`src/rtl/tile_fetch_pkg.sv`:
```
// tile_fetch_pkg: board geometry, bus widths and game-logic FSM states for tile_fetch_arb.
package tile_fetch_pkg;
    localparam int TILE_LOG2 = 4;
    localparam int BOARD_COLS = 10;
    localparam int BOARD_ROWS = 20;
    localparam int MAP_AW = 9;
    localparam int ROM_AW = 14;
    localparam int RGB_W = 12;
    localparam logic [RGB_W-1:0] GRID_RGB = 12'h444;
    typedef enum logic [1:0] {IDLE, GRANT, RDATA} gl_state_t;
endpackage

```
`src/rtl/tile_fetch_arb_pipe_dly.sv`:
```
// tfc_pipe_dly: aligns pixel valid/in-window (4 cycles) and tile-local px/py (2 cycles); TILE_FETCH_GRID_EN adds a grid flag.
module tfc_pipe_dly import tile_fetch_pkg::*; (
    input  logic                 clk_27,
    input  logic                 rst_n,
    input  logic                 valid,
    input  logic                 win,
    input  logic [TILE_LOG2-1:0] px,
    input  logic [TILE_LOG2-1:0] py,
    output logic [TILE_LOG2-1:0] px_d2,
    output logic [TILE_LOG2-1:0] py_d2,
    output logic                 valid_d4,
`ifdef TILE_FETCH_GRID_EN
    output logic                 grid_d4,
`endif
    output logic                 win_d4
);
    logic [3:0] v_sr, w_sr;
    logic [TILE_LOG2-1:0] px_d1, py_d1;
    always_ff @(posedge clk_27 or negedge rst_n) begin
        if (!rst_n) begin
            v_sr <= '0;
            w_sr <= '0;
            px_d1 <= '0;
            py_d1 <= '0;
            px_d2 <= '0;
            py_d2 <= '0;
        end else begin
            v_sr <= {v_sr[2:0], valid};
            w_sr <= {w_sr[2:0], win};
            px_d1 <= px;
            py_d1 <= py;
            px_d2 <= px_d1;
            py_d2 <= py_d1;
        end
    end
`ifdef TILE_FETCH_GRID_EN
    logic [1:0] g_sr;
    always_ff @(posedge clk_27 or negedge rst_n) begin
        if (!rst_n) g_sr <= '0;
        else g_sr <= {g_sr[0], px_d2 == '0 || py_d2 == '0};
    end
    assign grid_d4 = g_sr[1];
`endif
    assign valid_d4 = v_sr[3];
    assign win_d4 = w_sr[3];
endmodule

```
`src/rtl/tile_fetch_arb.sv`:
```
// tile_fetch_arb: 4-cycle tile-map pixel fetch with video-priority map port sharing; TILE_FETCH_GRID_EN draws tile grid lines.
module tile_fetch_arb import tile_fetch_pkg::*; #(
    parameter int               BOARD_X0 = 200,
    parameter int               BOARD_Y0 = 80,
    parameter logic [RGB_W-1:0] BG_RGB   = 12'h000,
    parameter logic [1:0]       ROM_BANK = 2'b00
) (
    input  logic              clk_27,
    input  logic              rst_n,
    input  logic              vid_valid,
    input  logic [11:0]       vid_x,
    input  logic [11:0]       vid_y,
    output logic [MAP_AW-1:0] map_addr,
    output logic              map_we,
    output logic [3:0]        map_wdata,
    input  logic [3:0]        map_rdata,
    output logic [ROM_AW-1:0] rom_addr,
    input  logic [RGB_W-1:0]  rgb_rdata,
    output logic              pix_valid,
    output logic [RGB_W-1:0]  pix_rgb,
    input  logic              gl_req,
    input  logic              gl_we,
    input  logic [MAP_AW-1:0] gl_addr,
    input  logic [3:0]        gl_wdata,
    output logic              gl_gnt,
    output logic              gl_rvalid,
    output logic [3:0]        gl_rdata
);
    localparam int TILE_PX = 1 << TILE_LOG2;
    gl_state_t state;
    logic [7:0] dx;
    logic [8:0] dy;
    logic in_win, vid_hit, valid_d4, win_d4;
    logic [TILE_LOG2-1:0] px_d2, py_d2;
    logic [RGB_W-1:0] tile_rgb;
    assign in_win = vid_x >= 12'(BOARD_X0) && vid_x < 12'(BOARD_X0 + BOARD_COLS * TILE_PX) &&
                    vid_y >= 12'(BOARD_Y0) && vid_y < 12'(BOARD_Y0 + BOARD_ROWS * TILE_PX);
    assign vid_hit = vid_valid && in_win;
    assign dx = vid_x[7:0] - 8'(BOARD_X0);
    assign dy = vid_y[8:0] - 9'(BOARD_Y0);
`ifdef TILE_FETCH_GRID_EN
    logic grid_d4;
    tfc_pipe_dly u_dly (
        .clk_27(clk_27), .rst_n(rst_n), .valid(vid_valid), .win(in_win),
        .px(dx[3:0]), .py(dy[3:0]), .px_d2(px_d2), .py_d2(py_d2),
        .valid_d4(valid_d4), .grid_d4(grid_d4), .win_d4(win_d4)
    );
    assign tile_rgb = grid_d4 ? GRID_RGB : rgb_rdata;
`else
    tfc_pipe_dly u_dly (
        .clk_27(clk_27), .rst_n(rst_n), .valid(vid_valid), .win(in_win),
        .px(dx[3:0]), .py(dy[3:0]), .px_d2(px_d2), .py_d2(py_d2),
        .valid_d4(valid_d4), .win_d4(win_d4)
    );
    assign tile_rgb = rgb_rdata;
`endif
    // A game access may only start when the slot it would occupy next cycle is not claimed by video.
    always_ff @(posedge clk_27 or negedge rst_n) begin
        if (!rst_n) begin
            state <= IDLE;
            map_addr <= '0;
            map_we <= 1'b0;
            map_wdata <= '0;
            gl_gnt <= 1'b0;
            gl_rvalid <= 1'b0;
            rom_addr <= '0;
        end else begin
            map_we <= 1'b0;
            map_wdata <= '0;
            gl_gnt <= 1'b0;
            gl_rvalid <= 1'b0;
            rom_addr <= {ROM_BANK, map_rdata, py_d2, px_d2};
            if (vid_hit) map_addr <= {dy[8:4], dx[7:4]};
            case (state)
                IDLE: if (gl_req && !vid_hit) begin
                    state <= GRANT;
                    gl_gnt <= 1'b1;
                    map_addr <= gl_addr;
                    map_we <= gl_we;
                    map_wdata <= gl_wdata;
                end
                GRANT: begin
                    state <= map_we ? IDLE : RDATA;
                    gl_rvalid <= !map_we;
                end
                default: state <= IDLE;
            endcase
        end
    end
    assign pix_valid = valid_d4;
    assign pix_rgb = !valid_d4 ? '0 : win_d4 ? tile_rgb : BG_RGB;
    assign gl_rdata = gl_rvalid ? map_rdata : '0;
endmodule

```
`config.mk`:
```
export PLATFORM = sky130hd
export DESIGN_NAME = tile_fetch_arb
export DESIGN_NICKNAME = d
export VERILOG_FILES = /design/src/rtl/tile_fetch_pkg.sv /design/src/rtl/tile_fetch_arb_pipe_dly.sv /design/src/rtl/tile_fetch_arb.sv
export SDC_FILE = /design/constraint.sdc
export NUM_CORES = 1
export LEC_CHECK = 0
export BUFFER_PORTS_ARGS = -buffer_cell sky130_fd_sc_hd__clkbuf_2
export CORE_UTILIZATION = 35
export CTS_CLUSTER_SIZE = 40
export DETAILED_ROUTE_END_ITERATION = 6
export GPL_TIMING_DRIVEN = 0
export PLACE_DENSITY = 0.67
export SLEW_MARGIN = 20
export SYNTH_ARGS = -nofsm -noshare
export SYNTH_HDL_FRONTEND = slang
export SYNTH_SLANG_ARGS = --single-unit
```
`constraint.sdc`:
```
create_clock -name clk_27 -period 1.68 [get_ports clk_27]
set_clock_uncertainty 0.2 [all_clocks]
set_input_delay 0.252 -clock clk_27 [delete_from_list [all_inputs] [get_ports clk_27]]
set_output_delay 0.252 -clock clk_27 [all_outputs]
set_load 0.05 [all_outputs]
```
---- Word level (Yosys, flattened, before mapping) ----
Cells that the tools add are included.
cells by class
  add/sub/neg operators ................... 2
  $lt $le $gt $ge ......................... 4
  equal/unequal tests ..................... 2
  muxes and demuxes ....................... 16
  reduce and logical (&&, ||, !) cells .... 8
operator list
  kind                                                                                   count
  9-bit two-way mux                                                                      3
  12-bit by 9-bit less-than comparator with 1-bit output (second input constant)         2
  12-bit two-way mux                                                                     2
  12-bit by 7-bit greater-or-equal comparator with 1-bit output (second input constant)  1
  12-bit by 8-bit greater-or-equal comparator with 1-bit output (second input constant)  1
  4-bit two-way mux                                                                      3
  9-bit by 7-bit subtractor with 9-bit output (second input constant)                    1
  8-bit subtractor (second input constant)                                               1
  1-bit logical AND                                                                      5
  1-bit two-way mux                                                                      5
  2-bit two-way mux                                                                      2
  2-bit one-hot mux with 2 select lines                                                  1
  2-bit by 1-bit == test with 1-bit output (second input constant)                       1
  1-bit logical NOT                                                                      2
  2-bit logical NOT                                                                      1
  2-bit inequality test (second input constant)                                          1
word-level totals
  register bits ........................... 54
  input bits .............................. 58
  output and inout port bits .............. 47
  word-level logic and storage cells ...... 45

---- Depth between registers and ports, before layout ----
  depth after elaboration ................. 9
  mapped depth ............................ 8
  depth with buffers taken out ............ 6

---- Cells and area by module ----
A second synthesis with hierarchy kept.
second synthesis, totals
  cell total of the unflattened synthesis .. 141
  area, all modules ....................... 2005.7 um2
modules (own cells, without submodules)
  module          instances  cells an instance  area an instance (um2)  seq. area each (um2)
  tile_fetch_arb  1          117                1405.1                  750.7
  tfc_pipe_dly    1          24                 600.6                   600.6

---- Least setup slack after synthesis ----
Ideal clock, no wire load.
  path kind ............................... input -> register
  start ................................... in vid_y[5]
  end ..................................... reg map_addr[5]
  library setup time ...................... 79 ps
  arrival time ............................ 1550 ps
  data required time ...................... 1401 ps
  path slack .............................. -150 ps
  stages .................................. 8
  buffers on the path ..................... 2
  path through ............................ inv_1 ha_1 nor4bb_2 a2111oi_2 nor4b_2 buf_6 buf_12 mux2i_1
on the way
  word-level cells in the longest chain between the ends .. 8
  elaborated cells on any way between the ends .. 11
  classes of those cells .................. 1 x add/sub; 2 x order compare; 3 x mux; 5 x reduce/logical
ends and longest elaborated chain
  element                                                        RTL line              source
  start: declaration                                             tile_fetch_arb.sv:12  input logic [11:0] vid_y,
  12-bit by 7-bit greater-or-equal comparator with 1-bit output  tile_fetch_arb.sv:37  vid_y >= 12'(BOARD_Y0) && vid_y < 12'(BOARD_Y0 + BOARD_ROWS * TILE_PX);
  1-bit logical AND                                              tile_fetch_arb.sv:36  assign in_win = vid_x >= 12'(BOARD_X0) && vid_x < 12'(BOARD_X0 + BOARD_COLS * TILE_PX) &&
  1-bit logical AND                                              tile_fetch_arb.sv:37
  1-bit logical AND                                              tile_fetch_arb.sv:38  assign vid_hit = vid_valid && in_win;
  1-bit logical NOT                                              tile_fetch_arb.sv:75  IDLE: if (gl_req && !vid_hit) begin
  1-bit logical AND                                              tile_fetch_arb.sv:75
  9-bit two-way mux                                              tile_fetch_arb.sv:75
  9-bit two-way mux *                                            tile_fetch_arb.sv:74  case (state)
  end signal: assignment                                         tile_fetch_arb.sv:73  if (vid_hit) map_addr <= {dy[8:4], dx[7:4]};
  end signal: assignment                                         tile_fetch_arb.sv:78  map_addr <= gl_addr;
  end: declaration                                               tile_fetch_arb.sv:13  output logic [MAP_AW-1:0] map_addr,
Mark *: on every way between the ends. The rest lies on a longest branch, timed or not.
A chain may end at the register's enable or synchronous reset.

---- Worst setup path in the final report ----
  start ................................... reg u_dly.v_sr[3]
  end ..................................... out pix_rgb[3]
on the way
  word-level cells in the longest chain between the ends .. 1
ends and longest elaborated chain
  element                   RTL line                       source
  start: declaration        tile_fetch_arb_pipe_dly.sv:17  logic [3:0] v_sr, w_sr;
  start signal: assignment  tile_fetch_arb_pipe_dly.sv:28  v_sr <= {v_sr[2:0], valid};
  12-bit two-way mux        tile_fetch_arb.sv:91           assign pix_rgb = !valid_d4 ? '0 : win_d4 ? tile_rgb : BG_RGB;
  end: declaration          tile_fetch_arb.sv:20           output logic [RGB_W-1:0] pix_rgb,
No other way between the ends.

==> flow_summary.ini <==
[hold_path]
hp-class = input pin to flip-flop
min_from = gl_addr[4]

[grt]
grt_start_max_net_pins = 55
grt_pass1_vias = 1598
grtUsageTotal_pct = 15.8
antenna_found_initial = 0
grt_pass1_wl_um = 7330
grt-ovfl-total = 0

[critical_path]
cp-end-kind = output port
path_max_fanout = 5
start_kind = flip-flop
required_ns = 1.23
startpoint = u_dly.v_sr[3]$_DFF_PN0_
worstSetupPathType = flip-flop to output port
arrival_ns = 1.22
r2r-start = state[1]$_DFFE_PN0P_

[clock_network]
cts_sinks = 54
cts_made_buffers = 5
clockBufferDepth = 2
clkTransAtPathRegs_ns = 0.10
clk-insertion-delay-late_ns = 0.30
clock-root-buffer = clkbuf_8
htree_levels = 2
tritoncts = built

[timing]
rsz0062_at_grt = yes
fin_crit_sh_pct = 99.7
finalCriticalPeriod_ns = 1.67
tightest_slew_ns = 0.727
finalSetupViolCount = 0
hold_viol = 0
layout_setup_ws_ns = 0.00518
slew_headroom_pct = 51.6
finalSetupTns_ns = 0
slew_viol_final = 0
clock.fmax_ghz = 0.597

[yosys]
synthesis.instances = 142
avgSynthCellArea_um2 = 14.4
synth_warnings = 0
syn_area_um2 = 2040
ys_seq_area_share_pct = 66.1
synth_seq_cells = 54
ys_types = 29

[route]
drt_iter0_drc = 63
wl_per_cell_um = 13.3
dr_total_vias = 1569
drt_wl_total_um = 4700
route.antenna.remaining_nets = 0
first_pass_iters = 4
drc = 0
post_drt_via_cell_ratio = 4.43

[floorplanning]
rows = 27
core-area_um2 = 5570
die_width_um = 78.4
dieHeight_um = 78.4
die-area_um2 = 6150
start_util_pct = 36.7
io_pins = 105

[power_and_ir_drop]
power_leakage_uw = 0.00164
peakVddDrop_mv = 0.483
power.density_nw_per_um2 = 892

[finish]
fin_nets = 342
n_antenna_cell = 0
stdcell_area_um2 = 3390
fin_util_pct = 60.8
final_common_cell = clkbuf_2
layout_common_cells = clkbuf_2 (87), dfrtp_1 (53), dlygate4sd3_1 (20), mux2i_1 (18)
syn2layout_area_growth_pct = 65.8
layoutNonFillerInstCount = 354
layout-drive-gt1-share_pct = 55.3

[place]
place_hpwl_um = 3000
dpl_cell_area_um2 = 2710
dp_slack_ns = -0.415
placed_cells = 317
portBuffers = 102
place_congestion = 0.659

[job]
drv_cap = 0

[outcome]
status = completed
power breakdown:
| group | internal [µW] | leakage, µW | switching (µW) |
|---|---|---|---|
| clock | 295 | 0.0000452 | 403 |
| combinational | 266 | 0.000946 | 583 |
| sequential | 1420 | 0.000651 | 57.1 |
worst max-delay path: stages, from the launching register on:
cell and delay, ns:
dfrtp_2 0.45, buf_8 0.14, and3_4 0.17, clkbuf_16 0.16
repair_timing:
action | in CTS | in global routing
endpoints found under the hold margin | 72 | 1
pin swaps | 2 | 8
setup endpoints to repair | 25 | 28
hold buffers | 19 | 1
setup buffers | 6 | 3
cloned | 1 | 0
gates resized for setup | 50 | 25
sequential cells by signal, indices dropped and copies added (netlist names):
signal and flops:
gl_gnt 1, gl_rvalid 1, map_addr 9, map_wdata 4, map_we 1, rom_addr 12, state 2, u_dly.px_d1 4
u_dly.px_d2 4, u_dly.py_d1 4, u_dly.py_d2 4, u_dly.v_sr 4, u_dly.w_sr 4
worst paths after layout:
| kind | endpoint | slack (ns) | cells after the start |
|---|---|---|---|
| max | pix_rgb[3] | 0.005 | 3 |
| min | map_addr[4]$_DFF_PN0_ | 0.03 | 3 |
| max reg2reg | map_addr[2]$_DFF_PN0_ | 0.11 | 4 |
| min reg2reg | u_dly.w_sr[1]$_DFF_PN0_ | 0.15 | 0 |
| max in group asynchronous | u_dly.v_sr[3]$_DFF_PN0_ | 0.40 | 2 |
| min in group asynchronous | gl_gnt$_DFF_PN0_ | 0.35 | 2 |
metrics by stage:
step	hold slack (ns)	power, µW
final	0.0292	3020
after global routing	0.0452	3170
after CTS	0.00376	3030
after detailed placement	0.135	2280
after global placement	0.133	2270
after floorplan	-0.244	2030
area by class of cell:
type                       instances  area [µm²]
multi-input combinational         75         761
timing repair buffer             132         991
inverter                           7        38.8
clock inverter                     2        13.8
buffer                             6        68.8
sequential                        54        1350
clock buffer                       6        72.6
fill                             461        2190
tap                               72        90.1
layer usage:
| layer | up-vias | routed length (µm) | track usage [%] |
|---|---|---|---|
| met4 | 0 | 81 | 5.00 |
| met1 | 733 | 1810 | 17.6 |
| li1 | 754 | - | - |
| met2 | 75 | 2510 | 29.0 |
| met5 | - | 0 | 0 |
| met3 | 7 | 300 | 4.42 |
logic make-up (layout without fill, tap and decap cells):
| group | after synthesis | count (layout) | synth area share [%] |
|---|---|---|---|
| multiplexers | 18 | 18 | 8.82 |
| adder cells (fa/ha/maj) | 3 | 3 | 1.84 |
| buffers and inverters | 14 | 153 | 4.10 |
| flip-flops | 54 | 54 | 66.1 |
| other | 1 | 2 | 0.184 |
| AO/OA/AOI/OAI | 6 | 6 | 2.51 |
| XOR/XNOR | 5 | 5 | 2.14 |
| AND/OR/NAND/NOR | 41 | 41 | 14.3 |
synth_stat cells (all sizes together):
cell     number  area share (%)
dfrtp        54              66
mux2i        18             8.8
and3         12             3.7
nor3b         8             4.2
inv           7             1.3
and2          5             1.5
nor2          5            0.92
buf           4             2.3
clkbuf        3            0.55
ha            3             1.8
xnor2         3             1.3
nand2         2            0.37
nor2b         2            0.61
nor3          2            0.49
o21ai         2            0.49
xor2          2            0.86
a2111oi       1            0.73
conb          1            0.18
nand3b        1            0.37
nor4          1            0.31
nor4b         1            0.73
nor4bb        1            0.80
o211a         1            0.49
o211ai        1            0.37
o32ai         1            0.43
or2           1            0.31
(Power assumes the default switching activity.)
